### src/rtl/keypad_matrix_emulator.sv
// keypad_matrix_emulator: plays the part of a 4x4 membrane keypad toward a
// row/column scanner. A host asks for one key press at a time through
// valid/ready. The block closes the contact, holds it, releases it and waits
// out a gap before it takes the next request.
// Optional contact bounce on make/break edges: define KEYPAD_EMU_BOUNCE_EN.
module keypad_matrix_emulator #(
  parameter int HOLD_CYCLES    = 2700000,
  parameter int GAP_CYCLES     = 1350000,
  parameter int BOUNCE_PERIOD  = 27000,
  parameter int BOUNCE_TOGGLES = 6
) (
  input  logic       clk,
  input  logic       rst,
  input  logic [3:0] columnas,
  output logic [3:0] filas,
  input  logic       req_valid,
  input  logic [3:0] req_key,
  output logic       req_ready,
  input  logic       release_now,
  output logic       busy,
  output logic       done,
  output logic       contact,
  output logic [7:0] scan_hits
);

  localparam int HOLD_N = (HOLD_CYCLES < 1) ? 1 : HOLD_CYCLES;
  localparam int GAP_N  = (GAP_CYCLES < 1) ? 1 : GAP_CYCLES;
`ifdef KEYPAD_EMU_BOUNCE_EN
  localparam int BP_N   = (BOUNCE_PERIOD < 1) ? 1 : BOUNCE_PERIOD;
  localparam int BT_N   = (BOUNCE_TOGGLES < 2) ? 2 : BOUNCE_TOGGLES;
  localparam int EDGE_N = BP_N * BT_N;
  localparam int BW     = (BP_N > 1) ? $clog2(BP_N) : 1;
  localparam logic [BW-1:0] BP_LD = BW'(BP_N - 1);
`else
  // Clean edges: MAKE/BREAK last one cycle; the bounce parameters only
  // appear here so they stay referenced.
  localparam int EDGE_N = 1 + 0 * (BOUNCE_PERIOD + BOUNCE_TOGGLES);
`endif
  localparam int MAX_HG = (HOLD_N > GAP_N) ? HOLD_N : GAP_N;
  localparam int MAX_N  = (MAX_HG > EDGE_N) ? MAX_HG : EDGE_N;
  // Counter holds N-1 down to 0, so clog2(MAX_N) bits suffice.
  localparam int CW     = (MAX_N > 1) ? $clog2(MAX_N) : 1;
  localparam logic [CW-1:0] HOLD_LD = CW'(HOLD_N - 1);
  localparam logic [CW-1:0] GAP_LD  = CW'(GAP_N - 1);
  localparam logic [CW-1:0] EDGE_LD = CW'(EDGE_N - 1);

  // LATCH is the cycle right after accept: the key is registered, outputs
  // already show busy, and MAKE starts on the following edge.
  typedef enum logic [2:0] {
    IDLE, LATCH, MAKE, HOLD, BREAK, GAP
  } state_t;

  state_t          state;
  logic [3:0]      key;
  logic [CW-1:0]   cnt;
  logic            accept;
`ifdef KEYPAD_EMU_BOUNCE_EN
  logic [BW-1:0]   bcnt;
`endif

  assign accept = req_valid & req_ready;

  // Row lines: pull the held key's row low only while its column is driven low
  always_comb begin
    filas = 4'hF;
    for (int r = 0; r < 4; r++) begin
      if (contact && (key[3:2] == r[1:0]) && !columnas[key[1:0]])
        filas[r] = 1'b0;
    end
  end

  // Saturating count of cycles the scanner saw the closed contact
  always_ff @(posedge clk or posedge rst) begin
    if (rst)
      scan_hits <= 8'd0;
    else if (accept)
      scan_hits <= 8'd0;
    else if (contact && !columnas[key[1:0]] && (scan_hits != 8'hFF))
      scan_hits <= scan_hits + 8'd1;
  end

  // Press sequencer: accept -> make -> hold -> break -> gap -> idle
  always_ff @(posedge clk or posedge rst) begin
    if (rst) begin
      state     <= IDLE;
      key       <= 4'd0;
      cnt       <= '0;
      contact   <= 1'b0;
      req_ready <= 1'b1;
      busy      <= 1'b0;
      done      <= 1'b0;
`ifdef KEYPAD_EMU_BOUNCE_EN
      bcnt      <= '0;
`endif
    end else begin
      case (state)
        IDLE: begin
          if (accept) begin
            key       <= req_key;
            state     <= LATCH;
            req_ready <= 1'b0;
            busy      <= 1'b1;
          end
        end
        LATCH: begin
          state <= MAKE;
          cnt   <= EDGE_LD;
`ifdef KEYPAD_EMU_BOUNCE_EN
          contact <= 1'b1;
          bcnt    <= BP_LD;
`endif
        end
        MAKE: begin
          if (cnt == '0) begin
            state   <= HOLD;
            cnt     <= HOLD_LD;
            contact <= 1'b1;
          end else begin
            cnt <= cnt - 1'b1;
`ifdef KEYPAD_EMU_BOUNCE_EN
            if (bcnt == '0) begin
              contact <= ~contact;
              bcnt    <= BP_LD;
            end else begin
              bcnt <= bcnt - 1'b1;
            end
`endif
          end
        end
        HOLD: begin
          // Early release and natural expiry share one exit, so both
          // together still give a single BREAK.
          if ((cnt == '0) || release_now) begin
            state   <= BREAK;
            cnt     <= EDGE_LD;
            contact <= 1'b0;
`ifdef KEYPAD_EMU_BOUNCE_EN
            bcnt    <= BP_LD;
`endif
          end else begin
            cnt <= cnt - 1'b1;
          end
        end
        BREAK: begin
          if (cnt == '0) begin
            state   <= GAP;
            cnt     <= GAP_LD;
            contact <= 1'b0;
            done    <= (GAP_N == 1);
          end else begin
            cnt <= cnt - 1'b1;
`ifdef KEYPAD_EMU_BOUNCE_EN
            if (bcnt == '0) begin
              contact <= ~contact;
              bcnt    <= BP_LD;
            end else begin
              bcnt <= bcnt - 1'b1;
            end
`endif
          end
        end
        GAP: begin
          if (cnt == '0) begin
            state     <= IDLE;
            req_ready <= 1'b1;
            busy      <= 1'b0;
            done      <= 1'b0;
          end else begin
            cnt  <= cnt - 1'b1;
            // done is registered, so raise it one edge before the last cycle
            done <= (cnt == CW'(1));
          end
        end
        default: begin
          state     <= IDLE;
          contact   <= 1'b0;
          req_ready <= 1'b1;
          busy      <= 1'b0;
          done      <= 1'b0;
        end
      endcase
    end
  end

endmodule

### config.mk
export PLATFORM = sky130hd
export DESIGN_NAME = keypad_matrix_emulator
export DESIGN_NICKNAME = d
export VERILOG_FILES = /design/src/rtl/keypad_matrix_emulator.sv
export SDC_FILE = /design/constraint.sdc
export NUM_CORES = 1
export LEC_CHECK = 0
export CELL_PAD_IN_SITES_DETAIL_PLACEMENT = 0
export CELL_PAD_IN_SITES_GLOBAL_PLACEMENT = 1
export CORE_MARGIN = 2
export CORE_UTILIZATION = 40
export CTS_BUF_LIST = sky130_fd_sc_hd__clkbuf_8
export DETAILED_ROUTE_END_ITERATION = 8
export PLACE_DENSITY_LB_ADDON = 0.1
export SYNTH_ARGS = -nofsm -noshare
export SYNTH_HDL_FRONTEND = slang
export SYNTH_SLANG_ARGS = --single-unit
export TNS_END_PERCENT = 10
### constraint.sdc
create_clock -name clk -period 3.3 [get_ports clk]
set_clock_uncertainty 0.15 [all_clocks]
set_input_delay 0.825 -clock clk [delete_from_list [all_inputs] [get_ports clk]]
set_output_delay 0.825 -clock clk [all_outputs]
set_load 0.1 [all_outputs]
Word level (Yosys, flattened, before mapping)
Index checks and enable logic that the tools add are counted.
Widths: inputs -> output; s select.
{"block": "totals", "output_inout_bits": 16, "input_bits": 12, "rom_bits": 0, "regBits": 41, "elab_cells": 86, "mem_count": 0, "ram_bits": 0, "latchBits": 0}
{"block": "op_classes", "n_shift": 0, "n_eq_ne": 16, "bitwise_logic": 4, "n_lt_le_gt_ge": 1, "n_mul": 0, "n_mux": 29, "reduce_logical": 26, "addsub": 2, "n_div": 0}
{"operator": "$pmux 22 s5", "n": 1}
{"operator": "$mux 22", "n": 4}
{"operator": "$eq 22x1->1 const B", "n": 1}
{"operator": "$logic_not 22->1", "n": 1}
{"operator": "$sub 22x1->22 const B", "n": 1}
{"operator": "$pmux 3 s6", "n": 1}
{"operator": "$mux 8", "n": 2}
{"operator": "$mux 3", "n": 5}
{"operator": "$ne 2x2->1 const B", "n": 6}
{"operator": "$mux 1", "n": 11}
{"operator": "$logic_and 1x1->1", "n": 10}
{"operator": "$pmux 1 s3", "n": 3}
{"operator": "$add 8x1->8 const B", "n": 1}
{"operator": "$ne 8x8->1 const B", "n": 1}
{"operator": "$reduce_or 4->1", "n": 2}
{"operator": "$eq 3x2->1 const B", "n": 2}
{"operator": "$eq 3x3->1 const B", "n": 2}
{"operator": "$reduce_and 2->1", "n": 3}
{"operator": "$reduce_and 5->1", "n": 1}
{"operator": "$reduce_bool 5->1", "n": 1}
{"operator": "$eq 2x2->1 const B", "n": 2}
{"operator": "$pmux 1 s4", "n": 1}
{"operator": "$reduce_and 4->1", "n": 1}
{"operator": "$eq 3x1->1 const B", "n": 1}
{"operator": "12 further kinds", "n": 14}

Longest topological paths before layout
Gate-level depths: netlist of run 1.
{"block": "depth", "ltp_word": 7, "ltp_mapped": 8, "depth_no_buf": 8}

Worst setup path before layout of run 1
OpenSTA, ideal clock, no wires.
{"block": "synth_timing", "path_kind": "input port to output port", "startpoint": "in columnas[3]", "endpoint": "out filas[3]", "cell_stages": 3, "path_buffers": 0, "t_required_ps": 2325, "arrival_time_ps": 2202, "slack_ps": 123, "path_cell_list": "mux4_2 nor2_1 nand3_1"}
{"block": "synth_between", "elab_chain_cells": 5}
{"element": "start: declaration", "line": "14", "rtl": "input logic [3:0] columnas,"}
{"element": "$bmux 1 s2", "line": "67", "rtl": "if (contact && (key[3:2] == r[1:0]) && !columnas[key[1:0]])"}
{"element": "$mux 1 (not written as such)", "line": "67"}
{"element": "$logic_not 1->1", "line": "67"}
{"element": "$logic_and 1x1->1", "line": "67"}
{"element": "$mux 1", "line": "67"}
{"element": "end: declaration", "line": "15", "rtl": "output logic [3:0] filas,"}
Every way passes these cells. The select of a mux whose other input is x is not followed.

Worst setup path after layout of run 1
{"block": "layout_timing", "startpoint": "in columnas[3]", "endpoint": "out filas[1]"}
The elaborated chain is that of the path after synthesis.

==> summary.md, run 1 <==
| Metric | Value |
|---|---|
| PD cells | 1140 nW/um^2 |
| DP Cell Count | 425 |
| Routed wire length | 7.44 mm |
| Reg2Reg Depth | 6 |
| Setup bufs post-CTS | 0 |
| Worst Path Arrival | 2.23 ns |
| First-pass iteration count of the detailed router | 6 |
| Sequential area share after synthesis | 38.5% |
| Post-Synthesis Cell Area | 2670 um^2 |
| Worst-case clock buffer depth | 2 |
| Die Area | 7330 um^2 |
| Reg clk slew, reported paths | 0.08 ns |
| Least-Margin Pin Slew | 1.06 ns |
| Drt wl/cell | 17.2 um |
| Tot GR Track Use | 21.3% |
| Port buffer count | 27 |
| Startpoint Class | primary input |
| Synth Register Bits | 41 |
| ANT cells | 0 |
| Total negative slack | 0 ns |
| Fin nets | 371 |
| Clock Sink Count | 41 |
| Clock Power Share | 9.1% |
| Logic pwr share | 63.7% |
| Fin crit share | 97.1% |
| Hold Path Origin | req_ready |
| NetSw | 1.95 mW |
| Post-Syn Nets | 336 |
| Hold Violations, Final | 0 |
| GRT overflow | 0 |
| Sw Share | 53.9% |
| Final Core Density | 50.0% |
| Final worst setup slack | 0.0968 ns |
| Final min period | 3.20 ns |
| Post-Layout Cell Count | 433 |
| Worst slew margin | 29.3% |
| Yosys warns | 0 |
| Share of post-route cells with drive strength above 1 | 15.7% |
| Int Pwr | 1.67 mW |
| Die span in y | 85.6 um |
| Max frequency | 312 MHz |
| Vias per cell | 6.01 |
| Type of the tightest min-delay check | reg2reg |
| Post-synthesis cell count | 320 |
| DP Area | 3110 um^2 |
| Max FO, Critical Path | 3 |
| FILL cells | 623 |
| Synth unique cells | 57 |
| Row count | 29 |
| Core region area | 6390 um^2 |
| Hold Buf Count CTS | 0 |
| Number of synthesized flops with an enable pin | 0 |
| Syn Area/Cell | 8.33 um^2 |
| DR DRC count | 0 |
| Remaining antenna violation count | 0 |
| IO Pins | 28 |
| CTS tree | built |
| Crit path from | columnas[3] |
| Max_cap viols | 0 |
| Initial antenna violation count | 0 |
| Vias | 2601 |
| Die W | 85.6 um |
| R2r startpoint | state[2] |
| Main synth FF type | dfrtp_1 |
| Resized Gates After CTS | 0 |
| Unrepaired setup endpoints after global routing | false |
| Seq pwr share | 27.1% |
| Hold path cells | 2 |
| First-pass GRT wire length | 12.2 mm |
| Clock Latency Late Sink | 0.30 ns |
| Largest net degree at the start of global routing | 24 |
| Slew Limit Fails | 0 |
| Status | finished clean |
| Critical path capture point type | output pin |
| CTS root buf | clkbuf_8 |
| RePlAce Congestion | 0.853 |
| Vias in the first global route | 2299 |
| CTS H-tree depth | 2 |
| Pre-CTS setup slack | 0.0910 ns |
| Static Leak | 1.37 nW |
| DR iter-0 viols | 248 |
| Asr flop ratio synth | 100% |
| Setup CP Type | in2out |
| Post-DP HPWL | 5.43 mm |
| Initial core utilization | 41.7% |
| CTS Buf Count | 5 |
| Final Cell Area | 3190 um^2 |
| Maximum VDD drop | 499 uV |
| Area Growth Syn to Fin | 19.8% |
| Worst Path Required | 2.32 ns |
| Final setup violation count | 0 |
-- layout make-up --
type                    count  area [um^2]  share of cell area [%]
multi-input cells         251         1530                    47.9
flip-flops and latches     41         1030                    32.2
repair buffers             41          398                    12.5
well taps                  77         96.3                    3.02
clock buffers               5         68.8                    2.16
inverters                  15         56.3                    1.76
clock inverters             3         17.5                   0.549
-- cells in the mapped netlist, types with 6 or more instances --
master,count,area [um^2]
nor2_1,34,128
nand4_1,9,56.3
nand3_1,8,40.0
inv_1,15,56.3
o21ai_1,6,30.0
nor3_1,10,50.1
a21oi_1,32,160
o22ai_1,6,37.5
clkbuf_1,11,41.3
or2_2,6,37.5
dfrtp_1,40,1000
o21ai_0,27,135
nand2_1,27,101
-- layer usage --
layer | track usage, % | vias to the layer above | part of all wire [%] | wire (um)
li1 | - | 1264 | - | -
met1 | 33.5 | 1246 | 50 | 3720
met2 | 30.4 | 80 | 44 | 3240
met3 | 3.46 | 11 | 5.4 | 404
met4 | 4.76 | 0 | 1.0 | 78
met5 | 0 | - | 0 | 0
-- final timing paths --
path	to	slack (ns)
min	req_ready	0.37
max	filas[1]	0.1
max in group asynchronous	req_ready	1.68
min reg2reg	req_ready	0.37
max reg2reg	cnt[5]	0.59
min in group asynchronous	key[1]	0.73
-- sequential cells by signal, summed over array words and instances, names as in the netlist --
| register | count |
|---|---|
| done | 1 |
| key | 4 |
| busy | 1 |
| cnt | 22 |
| req_ready | 1 |
| scan_hits | 8 |
| contact | 1 |
| state | 3 |
-- placed cells by master (no fill, tap or decap), drive strengths merged, types with 5 or more instances in the layout --
| master | Yosys | layout |
|---|---|---|
| a21oi | 32 | 32 |
| or2 | 6 | 6 |
| nand4 | 9 | 9 |
| nand2 | 28 | 28 |
| o21ai | 33 | 33 |
| o22ai | 6 | 6 |
| dfrtp | 40 | 40 |
| clkbuf | 11 | 5 |
| nor4 | 6 | 6 |
| nor2 | 34 | 34 |
| and3 | 5 | 5 |
| nand3 | 8 | 8 |
| inv | 15 | 14 |
| buf | 2 | 30 |
| and2 | 5 | 5 |
| clkdlybuf4s50 | 0 | 11 |
| nor3 | 10 | 10 |
| a22o | 5 | 5 |
| or3 | 5 | 5 |
-- cell families (layout without fill, tap and decap cells) --
family / after synthesis / after routing / synth area share (%)
AO/OA/AOI/OAI: 106 / 106 / 25.1
adder cells (fa/ha/maj): 4 / 4 / 1.88
XOR/XNOR: 5 / 5 / 1.64
buffers and inverters: 28 / 64 / 4.13
AND/OR/NAND/NOR: 130 / 130 / 25.8
flip-flops: 41 / 41 / 38.5
multiplexers: 6 / 6 / 2.91
-- per-stage QoR --
| step | hold WS (ns) | total power [mW] |
|---|---|---|
| final | 0.369 | 3.63 |
| after global routing | 0.404 | 3.90 |
| after CTS | 0.369 | 3.63 |
| after detailed placement | 0.355 | 3.28 |
| after global placement | 0.347 | 3.28 |
| after floorplan | 0.339 | 2.59 |
-- power by group through the flow --
stage	Clock, mW	Combinational (mW)	Sequential (mW)
2_1_floorplan	0	1.45	1.14
3_3_place_gp	0	2.29	0.987
3_5_place_dp	0	2.29	0.990
4_1_cts	0.342	2.30	0.980
5_1_grt	0.368	2.52	1.02
6_report	0.331	2.31	0.984
-- worst max-delay path: stages --
cell	delay [ns]
clkdlybuf4s50_1	0.40
mux4_2	0.48
nor2_1	0.17
nand3b_1	0.15
buf_12	0.20
No activity file was read; power rests on OpenSTA's default activity.
==> run 2, diff against run 1 <==
Settings changed: CELL_PAD_IN_SITES_DETAIL_PLACEMENT 0 to 1, CELL_PAD_IN_SITES_GLOBAL_PLACEMENT 1 to 2, CORE_UTILIZATION 40 to 35.
==> run 2 against run 1 <==
First-iteration DRC count shrank 42%. Register-to-register slack got worse by 0.06 ns. Design area up 1.5%. Power increased by 2.5%. Setup slack got worse by 0.025 ns. Global-route usage fell by 0.53 points. Via count rose by 1.2%. Sequential power is 2.6% lower. Sequential share of layout area down 0.48 points. Non-clock buffer count increased by 5. Final cell count grew 6.2%. Critical endpoint unchanged. Highest routed layer unchanged.
==> summary.md, run 2 (synthesis results as in run 1) <==
| Metric | Value |
|---|---|
| Row count | 31 (+6.9%) |
| IO Pins | 28 (unchanged) |
| Status | finished clean |
| Resized Gates After CTS | 0 (unchanged) |
| Least-Margin Pin Slew | 1.04 ns (-0.0239 ns) |
| Slowest CP cell | mux4_2 |
| Post-Layout Cell Count | 460 (+6.2%) |
| Final min period | 3.23 ns (+0.0252 ns) |
| M1 wire length | 4.22 mm (+14%) |
| Final setup violation count | 0 (unchanged) |
| Max incr delay on CP | 0.47 ns (about the same) |
| Startpoint Class | primary input |
| WL met2 | 3.67 mm (+13%) |
| DR iter-0 viols | 143 (-42%) |
| Hold Buf Count CTS | 0 (unchanged) |
| Number of flip-flops in the largest register | 22 (unchanged) |
| Tot GR Track Use | 20.7% (-0.53 points) |
| Die W | 91.3 um (+6.6%) |
| DR DRC count | 0 (unchanged) |
| Multi-input gate area | 1530 um^2 (unchanged) |
| Worst slew margin | 30.9% (+1.6 points) |
| Max FO, Critical Path | 3 (unchanged) |
| Reg clk slew, reported paths | 0.08 ns (about the same) |
| Highest Signal Layer | met4 |
| Crit-path cells | clkdlybuf4s50_1, mux4_2, nor2_1, nand3b_1, buf_12 |
| Die span in y | 91.3 um (+6.6%) |
| Largest net degree at the start of global routing | 23 (-4.2%) |
| Unrepaired setup endpoints after global routing | false |
| Remaining antenna violation count | 0 (unchanged) |
| Initial core utilization | 36.4% (-5.4 points) |
| Die Area | 8330 um^2 (+14%) |
| Clock Latency Late Sink | 0.29 ns (about the same) |
| Drt wl/cell | 18.0 um (+4.5%) |
| CTS tree | built |
| Seq pwr share | 25.8% (-1.3 points) |
| Most flop-heavy register | cnt |
| Worst Path Required | 2.32 ns (about the same) |
| Vias in the first global route | 2577 (+12%) |
| Setup CP Type | in2out |
| CTS Buf Count | 5 (unchanged) |
| WP buf/inv | 2 (unchanged) |
| Routed wire length | 8.26 mm (+11%) |
| Slew Limit Fails | 0 (unchanged) |
| FILL cells | 862 (+38%) |
| Most frequent cells in the layout | dfrtp_1 (40), nor2_1 (34), a21oi_1 (32) |
| Registers with the most flip-flops | cnt (22), scan_hits (8), key (4) |
| Area Growth Syn to Fin | 21.6% |
| Met3 WL post-DR | 305 um (-25%) |
| Critical path capture point type | output pin |
| Maximum VDD drop | 345 uV (-31%) |
| GRT overflow | 0 (unchanged) |
| First-pass GRT wire length | 13.8 mm (+14%) |
| Fin nets | 376 (+1.3%) |
| First-pass iteration count of the detailed router | 4 (-2) |
| CP top delay family | buffers and inverters |
| Initial antenna violation count | 0 (unchanged) |
| Max_cap viols | 0 (unchanged) |
| Total negative slack | 0 ns (unchanged) |
| NetSw | 2.02 mW (+3.3%) |
| ANT cells | 0 (unchanged) |
| Static Leak | 1.39 nW (+1.8%) |
| CTS root buf | clkbuf_8 |
| CTS H-tree depth | 2 (unchanged) |
| Fin crit share | 97.8% (+0.76 points) |
| Share of post-route cells with drive strength above 1 | 16.6% (+0.89 points) |
| Worst Path Arrival | 2.25 ns (+0.02 ns) |
| RePlAce Congestion | 0.851 (-0.26%) |
| Core region area | 7330 um^2 (+15%) |
| Post-DP HPWL | 6.28 mm (+16%) |
| Vias per cell | 5.72 (-4.8%) |
| Sw Share | 54.3% (+0.41 points) |
| Logic pwr share | 65.4% (+1.7 points) |
| Commonest non-fill, non-tap cell in the layout | dfrtp_1 |
| Register Area | 1030 um^2 (unchanged) |
| PD cells | 1150 nW/um^2 (+0.92%) |
| Clock Sink Count | 41 (unchanged) |
| Final Core Density | 44.2% (-5.8 points) |
| Type of the tightest min-delay check | reg2reg |
| Final worst setup slack | 0.0716 ns (-0.0252 ns) |
| Setup bufs post-CTS | 0 (unchanged) |
| Int Pwr | 1.70 mW (+1.5%) |
| Clock Power Share | 8.8% (-0.3 points) |
| Hold Violations, Final | 0 (unchanged) |
| WHS | 0.368 ns (-0.000864 ns) |
| Port buffer count | 27 (unchanged) |
| Max frequency | 310 MHz (-0.78%) |
| DP Cell Count | 452 (+6.4%) |
| Pre-CTS setup slack | 0.0521 ns (-0.0389 ns) |
| Worst-case clock buffer depth | 2 (unchanged) |
| Vias | 2631 (+1.2%) |
run 2: worst paths after layout:
check                             from        end  slack, ns  depth (start not counted)
setup reg to reg               cnt[16]    cnt[19]       0.53                          6
max in group asynchronous          rst  req_ready       1.98                          3
setup / recovery           columnas[3]   filas[1]       0.07                          5
hold reg to reg              req_ready  req_ready       0.37                          2
min in group asynchronous          rst       busy       0.72                          3
hold / removal               req_ready  req_ready       0.37                          2
run 2: final cells by class:
type | instances | share of cell area (%)
clock inverters | 3 | 0.425
clock buffers | 5 | 2.12
inverters | 15 | 1.74
repair buffers | 46 | 13.1
flip-flops and latches | 41 | 31.7
well taps | 99 | 3.82
multi-input cells | 251 | 47.1
run 2: worst register-to-register path: cells and delay by family, from the launching register on:
family	cells	cell delay (ns)
AO/OA/AOI/OAI	3	0.76
flip-flops	1	0.48
AND/OR/NAND/NOR	3	1.26
run 2: stage by stage:
step,area (um^2),total power [mW]
finish,3240,3.72
global route,3240,4.02
CTS,3240,3.73
detailed placement,3160,3.38
global placement,3160,3.37
floorplan,2670,2.59
run 2: metal layers:
layer / GRT usage [%] / vias to the layer above
li1: - / 1261
met1: 31.8 / 1326
met2: 30.9 / 39
met3: 3.40 / 5
met4: 3.79 / 0
met5: 0 / -
run 2: power groups by stage:
stage / logic [mW] / registers (mW) / clock network (mW)
final: 2.43 / 0.958 / 0.327
after global routing: 2.66 / 0.995 / 0.365
after CTS: 2.43 / 0.957 / 0.342
after detailed placement: 2.42 / 0.968 / 0
after global placement: 2.41 / 0.958 / 0
after floorplan: 1.45 / 1.14 / 0
